### src/rtl/tdm_demux_pkg.sv
// Shared definitions for the 4:1 TDM word mux/demux path: FSM state encoding,
// lane count, slot-index constants and a slot-to-strobe helper.
package tdm_demux_pkg;

  typedef enum logic {
    StHunt = 1'b0,
    StLock = 1'b1
  } state_e;

  localparam int unsigned SLOT_W    = 2;
  localparam int unsigned NUM_LANES = 4;

  localparam logic [SLOT_W-1:0] SLOT0 = 2'd0;
  localparam logic [SLOT_W-1:0] SLOT1 = 2'd1;
  localparam logic [SLOT_W-1:0] SLOT2 = 2'd2;
  localparam logic [SLOT_W-1:0] SLOT3 = 2'd3;

  // One-hot lane strobe for a slot index.
  function automatic logic [NUM_LANES-1:0] slot_onehot(input logic [SLOT_W-1:0] s);
    logic [NUM_LANES-1:0] one;
    one = {{(NUM_LANES-1){1'b0}}, 1'b1};
    return one << s;
  endfunction

endpackage

### src/rtl/tdm_slot_counter.sv
// Slot counter for the TDM demux: 2-bit wrap-around counter with a
// load-to-slot-1 (taken when a start-of-frame word is accepted into slot 0)
// and synchronous active-high clear.
module tdm_slot_counter
  import tdm_demux_pkg::*;
(
  input  logic              clk,
  input  logic              rst,
  input  logic              inc,
  input  logic              load1,
  output logic [SLOT_W-1:0] slot
);

  logic [SLOT_W-1:0] slot_q;

  // Load beats increment: an SOF word always realigns the next slot to 1.
  always_ff @(posedge clk) begin
    if (rst) begin
      slot_q <= SLOT0;
    end else if (load1) begin
      slot_q <= SLOT1;
    end else if (inc) begin
      slot_q <= slot_q + 1'b1;
    end
  end

  assign slot = slot_q;

endmodule

### src/rtl/tdm_demux_1x4.sv
// 1:4 TDM word demultiplexer. Recovers the slot index from a start-of-frame
// marker and routes each accepted word to one of four registered lanes.
// Optional feature: define TDM_DEMUX_SYNC_ERR_EN to add the SYNC_ERR output,
// a one-cycle pulse whenever an SOF arrives mid-frame while locked.
module tdm_demux_1x4
  import tdm_demux_pkg::*;
#(
  parameter int unsigned n = 4
) (
  input  logic                 clk,
  input  logic                 rst,
  input  logic                 IN_VALID,
  input  logic                 IN_SOF,
  input  logic [n-1:0]         IN_DATA,
  output logic [n-1:0]         Y0,
  output logic [n-1:0]         Y1,
  output logic [n-1:0]         Y2,
  output logic [n-1:0]         Y3,
  output logic [NUM_LANES-1:0] V,
  output logic                 FRAME,
  output logic                 LOCKED
`ifdef TDM_DEMUX_SYNC_ERR_EN
  ,
  output logic                 SYNC_ERR
`endif
);

  state_e               state_q;
  logic [n-1:0]         lane_q [NUM_LANES];
  logic [NUM_LANES-1:0] v_q;
  logic                 frame_q;
  logic [SLOT_W-1:0]    slot;

  logic              accept_sof;
  logic              accept_data;
  logic              wr_en;
  logic [SLOT_W-1:0] wr_slot;

  // SOF is accepted in either state; plain words only count once locked.
  always_comb begin
    accept_sof  = IN_VALID & IN_SOF;
    accept_data = IN_VALID & ~IN_SOF & (state_q == StLock);
    wr_en       = accept_sof | accept_data;
    wr_slot     = IN_SOF ? SLOT0 : slot;
  end

  tdm_slot_counter u_slot_counter (
    .clk   (clk),
    .rst   (rst),
    .inc   (accept_data),
    .load1 (accept_sof),
    .slot  (slot)
  );

`ifdef TDM_DEMUX_SYNC_ERR_EN
  logic resync;
  logic sync_err_q;

  // Mid-frame SOF while locked: partial frame abandoned, realign to slot 0.
  always_comb begin
    resync = accept_sof & (state_q == StLock) & (slot != SLOT0);
  end

  // Error pulse registered alongside the V[0] strobe of the resync word.
  always_ff @(posedge clk) begin
    if (rst) begin
      sync_err_q <= 1'b0;
    end else begin
      sync_err_q <= resync;
    end
  end

  assign SYNC_ERR = sync_err_q;
`endif

  // FSM, lane registers and registered strobes; reset wins over any input.
  always_ff @(posedge clk) begin
    if (rst) begin
      state_q <= StHunt;
      v_q     <= '0;
      frame_q <= 1'b0;
      for (int i = 0; i < NUM_LANES; i++) begin
        lane_q[i] <= '0;
      end
    end else begin
      if (accept_sof) begin
        state_q <= StLock;
      end
      v_q     <= wr_en ? slot_onehot(wr_slot) : '0;
      // A resync SOF writes lane 0, so FRAME can only follow a slot-3 data word.
      frame_q <= accept_data & (slot == SLOT3);
      if (wr_en) begin
        lane_q[wr_slot] <= IN_DATA;
      end
    end
  end

  assign Y0     = lane_q[0];
  assign Y1     = lane_q[1];
  assign Y2     = lane_q[2];
  assign Y3     = lane_q[3];
  assign V      = v_q;
  assign FRAME  = frame_q;
  assign LOCKED = (state_q == StLock);

endmodule
### config.mk
export PLATFORM = sky130hd
export DESIGN_NAME = tdm_demux_1x4
export DESIGN_NICKNAME = d
export VERILOG_FILES = /design/src/rtl/tdm_demux_pkg.sv /design/src/rtl/tdm_slot_counter.sv /design/src/rtl/tdm_demux_1x4.sv
export SDC_FILE = /design/constraint.sdc
export NUM_CORES = 1
export LEC_CHECK = 0
export ABC_AREA = 1
export CAP_MARGIN = 30
export CORE_UTILIZATION = 46
export CTS_BUF_LIST = sky130_fd_sc_hd__clkbuf_4 sky130_fd_sc_hd__clkbuf_8
export DETAILED_ROUTE_END_ITERATION = 8
export GPL_ROUTABILITY_DRIVEN = 0
export GPL_TIMING_DRIVEN = 0
export PLACE_DENSITY_LB_ADDON = 0.05
export SYNTH_ARGS = -nofsm -noshare
export SYNTH_HDL_FRONTEND = slang
export SYNTH_HIERARCHICAL = 1
export SYNTH_SLANG_ARGS = --single-unit
### constraint.sdc
create_clock -name clk -period 2.1 [get_ports clk]
set_clock_uncertainty 0.2 [all_clocks]
set_input_delay 0.525 -clock clk [delete_from_list [all_inputs] [get_ports clk]]
set_output_delay 0.525 -clock clk [all_outputs]
set_load 0.005 [all_outputs]
Yosys cells after proc, flatten, opt, wreduce, memory -nomap -nowiden

Memory sizes are Yosys's and may differ from the RTL's.
Index checks and enable logic that the tools add are counted.

$add $sub $neg: 1
Equality and inequality tests: 1
Shift-type cells: 1
Multiplexer cells: 11
Bitwise operators: 7
Reduce and logical (&&, ||, !) cells: 4

Operator list:

| operator                                        | count |
|---|---|
| 2-to-1 mux 1 bit                                | 8 |
| AND 1 bit                                       | 4 |
| 2-to-1 mux 2 bit                                | 2 |
| 2-to-1 mux 4 bit                                | 1 |
| OR reduction 2 bit                              | 2 |
| OR reduction 4 bit                              | 1 |
| left shift 1 x 2 -> 4 bit, first input constant | 1 |
| adder 2 x 1 -> 2 bit, second input constant     | 1 |
| equality test 2 bit, second input constant      | 1 |
| NOT 1 bit                                       | 2 |
| nonzero test 2 bit                              | 1 |
| bitwise OR 1 bit                                | 1 |

Flip-flop bits (word level): 8
Bits in writable memories: 16
Bits of input ports: 8
Output and inout port bits: 22
Word-level logic and storage cells: 31
Memories kept: 1

Memories:

| name   | words | width | read ports | clocked after memory_dff | write ports | RTL line            | source |
|---|---|---|---|---|---|---|---|
| lane_q | 4     | 4     | 4          | 0                        | 4           | tdm_demux_1x4.sv:29 | `logic [n-1:0] lane_q [NUM_LANES];` |

Depth between registers and ports, before layout

Depth in word-level cells: 9
Gate-level depth with buffers: 6
Gate-level depth less buffers: 6

Modules after synthesis

The synthesis kept the hierarchy.

Modules (own cells, without submodules):

| module           | times used | cells an instance | area each (um^2) | seq. area each (um^2) |
|---|---|---|---|---|
| tdm_demux_1x4    | 1          | 71                | 829.5            | 600.6 |
| tdm_slot_counter | 1          | 14                | 92.6             | 40.0 |

Worst setup path before layout

No wires, ideal clock.

Path type: input -> register
From: input IN_VALID
To: memory lane_q[1][0], enable pin
Setup time: 335 ps
Data arrival time: 1042 ps
Data required time: 1565 ps
Slack: 523 ps
Cell stages on the path: 4
Buffers on the path: 0
Cell sequence: nand2_1 -> nand2_4 -> nand2_4 -> o21ai_1

RTL lines:

| what               | RTL line            | source |
|---|---|---|
| start: declaration | tdm_demux_1x4.sv:12 | `input logic IN_VALID,` |
| end: declaration   | tdm_demux_1x4.sv:29 |  |

==> key figures <==
Setup path
  • Crit-path max cell delay: 570 ps
  • R2r startpoint: u_slot_counter/slot[0]$_SDFFE_PP0P_
  • Crit path max-delay cell type: clkdlybuf4s50_1
  • Critical Path Sink Type: flop
  • Buf/Inv on CP: 1
  • Crit-path most repeated cell: nand2_4
  • CP Data Arrival Time: 1720 ps
  • Crit-path max FO: 10
  • Critical path startpoint category: primary input
  • CP cell instances: clkdlybuf4s50_1 -> nand2_2 -> nand2_4 -> nand2_4 -> o21ai_1
  • Cell count of the worst reg-to-reg path: 4
  • Worst reg2reg setup slack: 430 ps
  • CP required: roughly 1900 ps
  • Crit path kind: in2reg
  • Reg-to-reg endpoint: lane_q[1][3]$_SDFFCE_PN0P_
  • CP top delay family: buffers and inverters

Drt
  • Pre-antenna DRT Iters: 6
  • Final WL: around 1600 µm
  • Avg WL per Cell: 11.0 µm
  • Vias: 692
  • DRC viols: 0
  • Final antenna-violating net count: 0
  • Drt initial violations: 17
  • Via density: between 4 and 5

STA
  • Slew Limit Fails: 0
  • TNS Setup: 0 ps
  • Tmin final: slightly below 2000 ps
  • Hold Violations, Final: 0
  • Hold_ws: approximately 330 ps
  • Fin crit share: 0.925
  • Rel. slew slack: 0.755
  • RSZ-0062 raised after global routing: no
  • Tightest Pin Transition: approximately 360 ps
  • Final setup vio count: 0
  • Max Freq: around 500 MHz

Power
  • LEAKAGE: ~0.00052 µW
  • Clock power frac: 0.251
  • Net Sw Power: roughly 180 µW
  • Gate power share: 0.119
  • Maximum VDD drop: about 0.4 mV
  • Switching Fraction: 0.214
  • PD cells: about 660 mW/mm²
  • Sequential Power Share: 0.630
  • Int Pwr: 663 µW

Yosys
  • Share of the synthesized area in the top cell type: 0.521
  • Post-synth ARST share: 0
  • Gate Count Post-Synth: 85
  • Most numerous cell in the Yosys netlist: nor2_1
  • Synth Net Count: 93
  • Ys flop type: edfxtp_1
  • Post-synth EDFFs: 16
  • Post-synth cell types: 14
  • Synthesized flop and latch total: 24
  • Synthesized area: 922 µm²
  • Post-synthesis sequential area ratio: 0.695
  • Synth area leaders: edfxtp_1 (52%), dfxtp_1 (17%), nor2_1 (9.0%)
  • Yosys warns: 6
  • Mean Syn Cell Area: roughly 11 µm²
  • Post-synth top cells: nor2_1 (22), edfxtp_1 (16), inv_1 (13)
  • Synth area leader: edfxtp_1

Clock network
  • CTS resizes: 0
  • Clock H-tree levels: 1
  • Clk buf depth: 2
  • # hold bufs at CTS: 0
  • Clock Sinks: 24
  • CTS Buf Count: 3
  • TritonCTS clock tree: yes
  • Worst skew pair latency: roughly 300 ps
  • Clk slew on worst S/H paths: ~120 ps
  • Root Buffer: clkbuf_4
  • Post CTS Setup Buffer Count: 0

Floorplanning
  • Die height: 46.8 µm
  • Die Span X: 46.8 µm
  • Core Footprint: roughly 0.0018 mm²
  • Starting Density: 0.512
  • Row cnt: 15
  • DIE AREA: between 0.002 and 0.0025 mm²
  • I/O pin total: 30

Placed design
  • Hpwl dp: about 1200 µm
  • I/O Buffers: 29
  • Placed cell count: around 140
  • Dpl cell area: 0.00124 mm²

Finish
  • Layout Cells excl Fill: 143
  • Synthesis-to-layout area growth: 38.1%
  • Nets: between 100 and 150
  • Fillers: about 140
  • ANT cells: 0
  • Design area: ~0.0013 mm²
  • Share of cells above drive strength 1: 0.102

Global routing
  • Global-route wire length before repair: approximately 2500 µm
  • GRT Util Overall: 0.165
  • Initial antenna violation count: 0
  • Largest net degree at the start of global routing: 14
  • Global route overflow: 0
  • Vias in the first global route: 584

Hold path
  • Hold_sp: LOCKED$_SDFFE_PP0P_
  • Hold EP: LOCKED$_SDFFE_PP0P_
  • Hold depth: 2
  • Min-Delay Path Class: reg2reg

Job
  • Max-capacitance violation count: 0

Run status
  • Status: completed
==> tightest hold or removal path: stages, from the launching register on <==
cell,delay (ps)
dfxtp_1,340
nor2_1,110
nor2_1,50
==> state kept, by name (all words and copies together) (netlist names) <==
name	count
LOCKED	1
lane_q	16
V	4
u_slot_counter/slot	2
FRAME	1
==> logic make-up (layout without fill, tap and decap cells) <==
family                 count (synthesis)  count (layout)  share of synthesized area
and+or+nand+nor                       44              44                      0.228
buffers and inverters                 14              47                     0.0570
AOI/OAI and AO/OA                      3               3                     0.0203
DFF                                   24              24                      0.695
==> per-stage QoR <==
stage               power, µW  worst slack [ps]  utilization
finish                    843               157        0.707
CTS                       846               153        0.707
global placement          639              -125        0.690
detailed placement        643              -172        0.690
floorplan                 582               523            -
global route              875              20.3        0.707
==> worst max-delay path by stage <==
stage | start | to | slack [ps] | depth (start not counted)
floorplan | IN_VALID | lane_q[1][0]$_SDFFCE_PN0P_ | 520 | 4
global placement | IN_SOF | lane_q[1][3]$_SDFFCE_PN0P_ | -130 | 5
detailed placement | IN_SOF | lane_q[1][3]$_SDFFCE_PN0P_ | -170 | 5
CTS | IN_SOF | lane_q[1][0]$_SDFFCE_PN0P_ | 150 | 5
global route | IN_SOF | lane_q[1][3]$_SDFFCE_PN0P_ | 20 | 4
finish | IN_SOF | lane_q[1][3]$_SDFFCE_PN0P_ | 160 | 5
==> power by group through the flow <==
stage | combinational [µW] | clock, µW | sequential, µW
6_report | 100 | 212 | 531
5_1_grt | 111 | 230 | 534
4_1_cts | 101 | 214 | 532
3_5_place_dp | 100 | 0 | 543
3_3_place_gp | 97.7 | 0 | 542
2_1_floorplan | 37.3 | 0 | 545
==> cells in the final DEF, fill, tap and decap left out <==
cell	instances
nand4_2	2
nand2_4	2
a21oi_2	1
inv_2	1
nor3_1	4
edfxtp_1	16
inv_1	13
nand3_1	2
clkdlybuf4s50_1	29
dfxtp_1	8
nand2_1	10
nand2_2	2
nor2_1	22
o21ai_1	1
clkbuf_4	4
a21oi_1	1
==> cell type report <==
cell class	count	area, µm²	area share
clock buffers	4	30.0	0.0236
well taps	25	31.3	0.0246
repair buffers	29	290	0.228
multi-input cells	47	229	0.180
inverters	14	52.6	0.0413
flip-flops and latches	24	641	0.503
==> per-layer routing <==
layer	global-route usage	wire [µm]	vias to the layer above
li1	-	-	339
met1	0.224	673	328
met3	0.0346	82	2
met2	0.269	802	23
met4	0.0514	17	0
met5	0	0	-
(Power assumes the default switching activity.)
